[src/rtl/scan_mux_pkg.sv]
// Shared encodings for the scan_mux channel sweeper.
package scan_mux_pkg;
  typedef enum logic {ST_IDLE = 1'b0, ST_RUN = 1'b1} state_e;
  localparam logic MODE_MANUAL = 1'b0;
  localparam logic MODE_SCAN   = 1'b1;
endpackage

[src/rtl/scan_mux_chan_select.sv]
// Combinational CHANNELS:1 select of WIDTH-bit lanes; out-of-range index yields zero.
module chan_select #(
  parameter int CHANNELS = 16,
  parameter int WIDTH    = 1,
  parameter int SEL_W    = $clog2(CHANNELS)
) (
  input  logic [CHANNELS*WIDTH-1:0] data_i,
  input  logic [SEL_W-1:0]          idx_i,
  output logic [WIDTH-1:0]          q_o
);
  always_comb begin
    q_o = '0;
    for (int c = 0; c < CHANNELS; c++)
      if (idx_i == SEL_W'(c)) q_o = data_i[c*WIDTH +: WIDTH];
  end
endmodule

[src/rtl/scan_mux.sv]
// Registered N:1 channel mux with valid/ready output and a scan sweeper.
// Optional SCAN_MUX_PARITY_EN adds a registered even-parity output.
module scan_mux
  import scan_mux_pkg::*;
#(
  parameter int CHANNELS = 16,
  parameter int WIDTH    = 1,
  localparam int SEL_W   = $clog2(CHANNELS)
) (
  input  logic                      clk,
  input  logic                      rst_n,
  input  logic [CHANNELS*WIDTH-1:0] data,
  input  logic [SEL_W-1:0]          sel_in,
  input  logic                      mode,
  input  logic                      cont,
  input  logic                      start,
  input  logic                      stop,
  output logic                      out_valid,
  input  logic                      out_ready,
  output logic [WIDTH-1:0]          out_data,
  output logic [SEL_W-1:0]          out_chan,
`ifdef SCAN_MUX_PARITY_EN
  output logic                      out_parity,
`endif
  output logic                      busy
);
  state_e             state_q, state_d;
  logic               oneshot_q, oneshot_d;
  logic               cont_q, cont_d;
  logic               stop_q, stop_d;
  logic               valid_q, valid_d;
  logic [WIDTH-1:0]   data_q, data_d;
  logic [SEL_W-1:0]   chan_q, chan_d;
  logic [SEL_W-1:0]   nxt_chan;
  logic [WIDTH-1:0]   sel_data;
  logic               cap;
  logic               accept;

  // The mux always looks at the channel about to be captured, so data is
  // only ever sampled on a capture edge.
  chan_select #(.CHANNELS(CHANNELS), .WIDTH(WIDTH), .SEL_W(SEL_W)) u_sel (
    .data_i (data),
    .idx_i  (nxt_chan),
    .q_o    (sel_data)
  );

  assign accept = valid_q && out_ready;

  always_comb begin
    state_d   = state_q;
    oneshot_d = oneshot_q;
    cont_d    = cont_q;
    stop_d    = stop_q;
    valid_d   = valid_q;
    data_d    = data_q;
    chan_d    = chan_q;
    nxt_chan  = chan_q + SEL_W'(1);
    cap       = 1'b0;
    case (state_q)
      ST_IDLE: begin
        stop_d = 1'b0;
        if (start && !stop) begin
          cap       = 1'b1;
          oneshot_d = (mode == MODE_MANUAL);
          cont_d    = cont;
          nxt_chan  = (mode == MODE_MANUAL) ? sel_in : '0;
          state_d   = ST_RUN;
        end
      end
      ST_RUN: begin
        stop_d = stop_q | stop;
        if (accept) begin
          if (oneshot_q || stop_q || stop) begin
            valid_d = 1'b0;
            stop_d  = 1'b0;
            state_d = ST_IDLE;
          end else if (chan_q != SEL_W'(CHANNELS-1)) begin
            cap = 1'b1;
          end else if (cont_q) begin
            cap      = 1'b1;
            nxt_chan = '0;
          end else begin
            valid_d = 1'b0;
            stop_d  = 1'b0;
            state_d = ST_IDLE;
          end
        end
      end
      default: state_d = ST_IDLE;
    endcase
    if (cap) begin
      valid_d = 1'b1;
      data_d  = sel_data;
      chan_d  = nxt_chan;
    end
  end

  always_ff @(posedge clk or negedge rst_n) begin
    if (!rst_n) begin
      state_q   <= ST_IDLE;
      oneshot_q <= 1'b0;
      cont_q    <= 1'b0;
      stop_q    <= 1'b0;
      valid_q   <= 1'b0;
      data_q    <= '0;
      chan_q    <= '0;
    end else begin
      state_q   <= state_d;
      oneshot_q <= oneshot_d;
      cont_q    <= cont_d;
      stop_q    <= stop_d;
      valid_q   <= valid_d;
      data_q    <= data_d;
      chan_q    <= chan_d;
    end
  end

`ifdef SCAN_MUX_PARITY_EN
  logic parity_q;
  always_ff @(posedge clk or negedge rst_n) begin
    if (!rst_n)   parity_q <= 1'b0;
    else if (cap) parity_q <= ^sel_data;
  end
  assign out_parity = parity_q;
`endif

  assign out_valid = valid_q;
  assign out_data  = data_q;
  assign out_chan  = chan_q;
  assign busy      = (state_q == ST_RUN);
endmodule
[config.mk]
export PLATFORM = sky130hd
export DESIGN_NAME = scan_mux
export DESIGN_NICKNAME = d
export VERILOG_FILES = /design/src/rtl/scan_mux_pkg.sv /design/src/rtl/scan_mux_chan_select.sv /design/src/rtl/scan_mux.sv
export SDC_FILE = /design/constraint.sdc
export NUM_CORES = 1
export LEC_CHECK = 0
export BUFFER_PORTS_ARGS = -buffer_cell sky130_fd_sc_hd__buf_2
export CAP_MARGIN = 20
export CORE_UTILIZATION = 47
export DETAILED_ROUTE_END_ITERATION = 6
export PLACE_DENSITY = 0.78
export SYNTH_ARGS = -nofsm -noshare
export SYNTH_HDL_FRONTEND = slang
export SYNTH_SLANG_ARGS = --single-unit
[constraint.sdc]
create_clock -name clk -period 2.25 [get_ports clk]
set_clock_uncertainty 0.1 [all_clocks]
set_input_delay 0.3375 -clock clk [delete_from_list [all_inputs] [get_ports clk]]
set_output_delay 0.3375 -clock clk [all_outputs]
set_load 0.02 [all_outputs]
Word-level counts from Yosys, hierarchy flattened
Cells that the tools add are included.

Equal/unequal tests: 18. Reduce and logical (&&, ||, !) cells: 10. Bitwise logic cells: 3. Add/sub/neg operators: 1. Mux-type cells: 42.

Operators by type and width (count): 4-bit equality test, second input constant (8); 1-bit two-way mux (32); 4-bit two-way mux (6); 4-bit by 3-bit equality test with 1-bit output, second input constant (4); 4-bit by 2-bit equality test with 1-bit output, second input constant (2); 4-bit case mux with 2 select lines (1); 1-bit case mux with 2 select lines (3); 4-bit by 1-bit adder with 4-bit output, second input constant (1); 4-bit by 1-bit equality test with 1-bit output, second input constant (1); 4-bit zero test (1); 4-bit != test, second input constant (1); 4-bit AND reduction (1); 2-bit nonzero test (2); 3-bit by 1-bit != test with 1-bit output, second input constant (1); 3-bit != test, second input constant (1); 1-bit logical AND (2); 1-bit logical OR (2); 1-bit inverter (2); 2-bit AND reduction (1); 1-bit zero test (1); 1-bit bitwise OR (1).

Output and inout port bits: 7. Bits of input ports: 27. Logic and storage cells: 81. Flip-flop bits (word level): 10.

Depth between registers and ports, before layout
Word-level depth: 23. Gate-level depth with buffers: 7. Depth with buffers taken out: 7.

By module
A second synthesis with hierarchy kept.

Cells, all modules: 64. Area, all modules: 719.4 µm².

Modules (own cells, without submodules): scan_mux (area each 549.3 µm², times used 1, cells each 48, sequential area each 250.2 µm²); chan_select (area each 170.2 µm², times used 1, cells each 16, sequential area each 0.0 µm²).

Worst setup path before layout
No wires, ideal clock.

Path type: register to register. Start point: reg state_q (netlist: busy). End point: reg data_q (netlist: out_data). Library setup time: 0.142 ns. Cell stages (with the launch flop): 8. Data arrival time: 1.891 ns. Path slack: 0.116 ns. Path buffers: 1. Required time: 2.008 ns. Clock period less this slack: 2.134 ns. Cells stage by stage: dfrtp_1 nor3b_2 buf_6 mux2i_4 nand2b_4 mux2_4 a21oi_2 o32ai_2.

Longest elaborated chain between the ends: 19. Elaborated cells between the ends (all ways): 35. Classes of those cells: eq/ne: 15; mux: 18; bitwise: 1; reduce/logical: 1.

Ends and longest elaborated chain: from (decl) (RTL line scan_mux.sv:27) `state_e state_q, state_d;`; from (signal assigned) (RTL line scan_mux.sv:108) `state_q <= state_d;`; 1-bit inverter (no line); 4-bit case mux with 2 select lines (RTL line scan_mux.sv:59) `case (state_q)`; 4-bit zero test (RTL line scan_mux_chan_select.sv:14) `if (idx_i == SEL_W'(c)) q_o = data_i[c*WIDTH +: WIDTH];`; 1-bit two-way mux (16 in series) (RTL line scan_mux_chan_select.sv:14); to (signal assigned) (RTL line scan_mux.sv:113) `data_q <= data_d;`; to (decl) (RTL line scan_mux.sv:32) `logic [WIDTH-1:0] data_q, data_d;`.

Several ways; a longest one is shown, not always the timed one. A chain may end at the register's enable or synchronous reset.

Worst setup path after layout
Start point: reg chan_q[1] (netlist: out_chan[1]). End point: reg data_q (netlist: out_data).

Longest elaborated chain between the ends: 23. Elaborated cells between the ends (all ways): 44. Classes of those cells: add/sub: 1; eq/ne: 16; mux: 26; reduce/logical: 1.

Ends and longest elaborated chain: from (decl) (RTL line scan_mux.sv:33) `logic [SEL_W-1:0] chan_q, chan_d;`; from (signal assigned) (RTL line scan_mux.sv:114) `chan_q <= chan_d;`; 4-bit by 1-bit adder with 4-bit output (RTL line scan_mux.sv:57) `nxt_chan = chan_q + SEL_W'(1);`; 4-bit two-way mux (RTL line scan_mux.sv:79) `end else if (cont_q) begin`; 4-bit two-way mux (RTL line scan_mux.sv:77) `end else if (chan_q != SEL_W'(CHANNELS-1)) begin`; 4-bit two-way mux (RTL line scan_mux.sv:73) `if (oneshot_q || stop_q || stop) begin`; 4-bit two-way mux (RTL line scan_mux.sv:72) `if (accept) begin`; 4-bit case mux with 2 select lines (RTL line scan_mux.sv:59); 4-bit zero test (RTL line scan_mux_chan_select.sv:14); 1-bit two-way mux (16 in series) (RTL line scan_mux_chan_select.sv:14).

Several ways; a longest one is shown, not always the timed one.

==> metrics.txt <==
RSZ-0062 raised after global routing no; DP HPWL 1.682 mm; Routed WL per cell 14.69 um; CP max-delay cell nor3_1; Area Growth Syn to Fin 30.18%; Top cell by count, worst path and3_1; placed cells 143; EDFF count, synth 0; crit start category flip-flop; Reg-to-Reg Start out_chan[1]$_DFFE_PN0P_; dominant cell type by area after synthesis dfrtp_1; Tmin final 2.105 ns; Hold Violations, Final 0; Starting Density 52.86%; syn_nets 117; design area 1085 um^2; Skew-Pair Late Insertion Delay 0.27 ns; FFs w/ async S/R, synth 100.0%; # clock sinks 10; GR Util All Layers 24.64%; Pre-antenna DRT Iters 7; core area 1577 um^2; Hold Crit Class in -> reg; Reg2Reg Depth 7; Slew @ Worst Pin 0.4420 ns; gp weighted congestion 0.8885; ys flop type dfrtp_1; postcts setup bufs 0; share of layout cells above drive strength 1 45.04%; Die ar. 1945 um^2; die height 44.11 um; normalized max-slew margin 70.31%; sequential area share after synthesis 30.03%; Leakage Power 0.5105 nW; n_diodes 0; Post-Route Setup TNS 0 ns; overall routed net length 2.159 mm; Max FO, Critical Path 4; fmax 475.0 MHz; Rows 14; Setup WS post-layout 0.1449 ns; Sequential Area 250.2 um^2; IO Pins 34; Critical Path Sink out_data$_DFFE_PN0P_; Via Count 873; violated checks design-rule violations; worst path cell trace ha_1 > and3_1 > and3_1 > a31oi_1 > nor3_1 > o311ai_0 > o32ai_2; most area-consuming cells after synthesis dfrtp_1 (30%), nand2_1 (4.5%), a21oi_1 (3.6%), mux2i_1 (3.6%), o21ai_0 (3.6%); vias in the first global route 762; pre-CTS WS 0.06188 ns; die width 44.11 um; syn avg cell area 9.363 um^2; worst vdd ir 870.9 uV; worst reg2reg path endpoint out_data$_DFFE_PN0P_; MaxCap Viol Count 0; CTS tree built; critical path endpoint category flip-flop; Clock Path Buffers 2; Hold WS 0.2031 ns; Layout Cells excl Fill 147; synthesis warning total 0; Setup Viol. Count Final 0; hold_buf cts 1; Max stage delay on crit path 0.40 ns; CP Class reg -> reg; clock root cell clkbuf_4; Critical Path AT 2.16 ns; Post-Syn Area 833.3 um^2; fill cell count 141; Synth top cells by count dfrtp_1 (10), nand2_1 (10), nor2_1 (7); largest net degree at the start of global routing 11; placed cell area 1052 um^2; PD cells 1062 nW/um^2; vias per inst 5.939; Layout Nets 161; fin crit share 93.56%; share of the synthesized area in the top cell type 30.03%; total power 1.152 mW; IO buf count 33; Cell variety after synth 40; Reg clk slew, reported paths 0.07 ns; Slew Viols, Final 0; number of synthesized register bits 10; first-pass GRT wire length 3.450 mm; Syn Inst Count 89; status finished with violations; R2R setup slack 0.14 ns; depth of the CTS H-tree 1; fin util 68.81%; post-CTS sizing 0; GRT overflow 0; DR iter-0 viols 28; DRT antenna net count 0; Multi-input gate area 564.3 um^2; DRC Markers 3; CTS Buf Count 3; Crit path required time 2.31 ns; Critical Path Start out_chan[1]$_DFFE_PN0P_; antenna violations before repair 0
-- flip-flops by register name, summed over array words and instances, names as in the netlist --
name	cells
stop_q	1
out_data	1
out_valid	1
busy	1
oneshot_q	1
cont_q	1
out_chan	4
-- layout make-up --
class                           count  share of cell area [%]
Sequential cell                    10                   23.07
Multi-Input combinational cell     76                   52.02
Inverter                            2                  0.6920
Tap cell                           16                   1.845
Clock buffer                        3                   2.076
Timing Repair Buffer               40                   20.30
-- worst min-delay path by stage --
stage,slack (ns),start,to,cells past startpoint
detailed placement,0.10,rst_n,out_valid$_DFFE_PN0P_,1
global route,0.21,out_ready,stop_q$_DFF_PN0_,2
global placement,0.11,rst_n,out_valid$_DFFE_PN0P_,1
floorplan,-0.06,rst_n,busy$_DFF_PN0_,0
CTS,0.20,out_ready,stop_q$_DFF_PN0_,2
finish,0.20,mode,oneshot_q$_DFFE_PN0P_,2
-- power by group --
part	internal, mW	leakage, nW	switching, mW
clock network	0.0615	0.0138	0.0573
registers	0.234	0.118	0.0660
logic	0.339	0.378	0.394
-- layout by cell type, fill, tap and decap left out, types with 2 or more instances in the layout --
master / n
nand3b_1: 2
clkbuf_4: 3
nor3_1: 2
inv_1: 2
nand2b_1: 2
o21ai_0: 6
dfrtp_1: 10
a31oi_1: 3
and3_1: 2
a21oi_1: 6
mux2_4: 2
nor4_1: 2
buf_4: 6
mux2i_1: 3
nor2_1: 7
nand3_1: 4
buf_2: 33
nand2_1: 10
mux2_2: 2
-- routing by layer --
layer | GRT usage [%] | up-vias | wire length, um
met2 | 37.06 | 40 | 997
met4 | 10.91 | 0 | 32
met1 | 35.16 | 405 | 988
met3 | 3.673 | 5 | 140
met5 | 0 | - | 0
li1 | - | 423 | -
-- cells by family (layout without fill, tap and decap cells) --
kind of cell	Yosys count	in the layout	share of synthesized area (%)
simple gates	41	41	30.48
compound gates	24	24	20.42
flops	10	10	30.03
mux	9	9	14.26
buf+inv	3	45	2.252
fa+ha+maj	1	1	1.501
xor+xnor	1	1	1.051
-- worst max-delay path, delay by kind of cell (launching register included) --
family          cells  cell delay, ns
compound gates      3            0.47
fa+ha+maj           1            0.22
flops               1            0.38
simple gates        3            0.84
No activity file was read; power rests on OpenSTA's default activity.
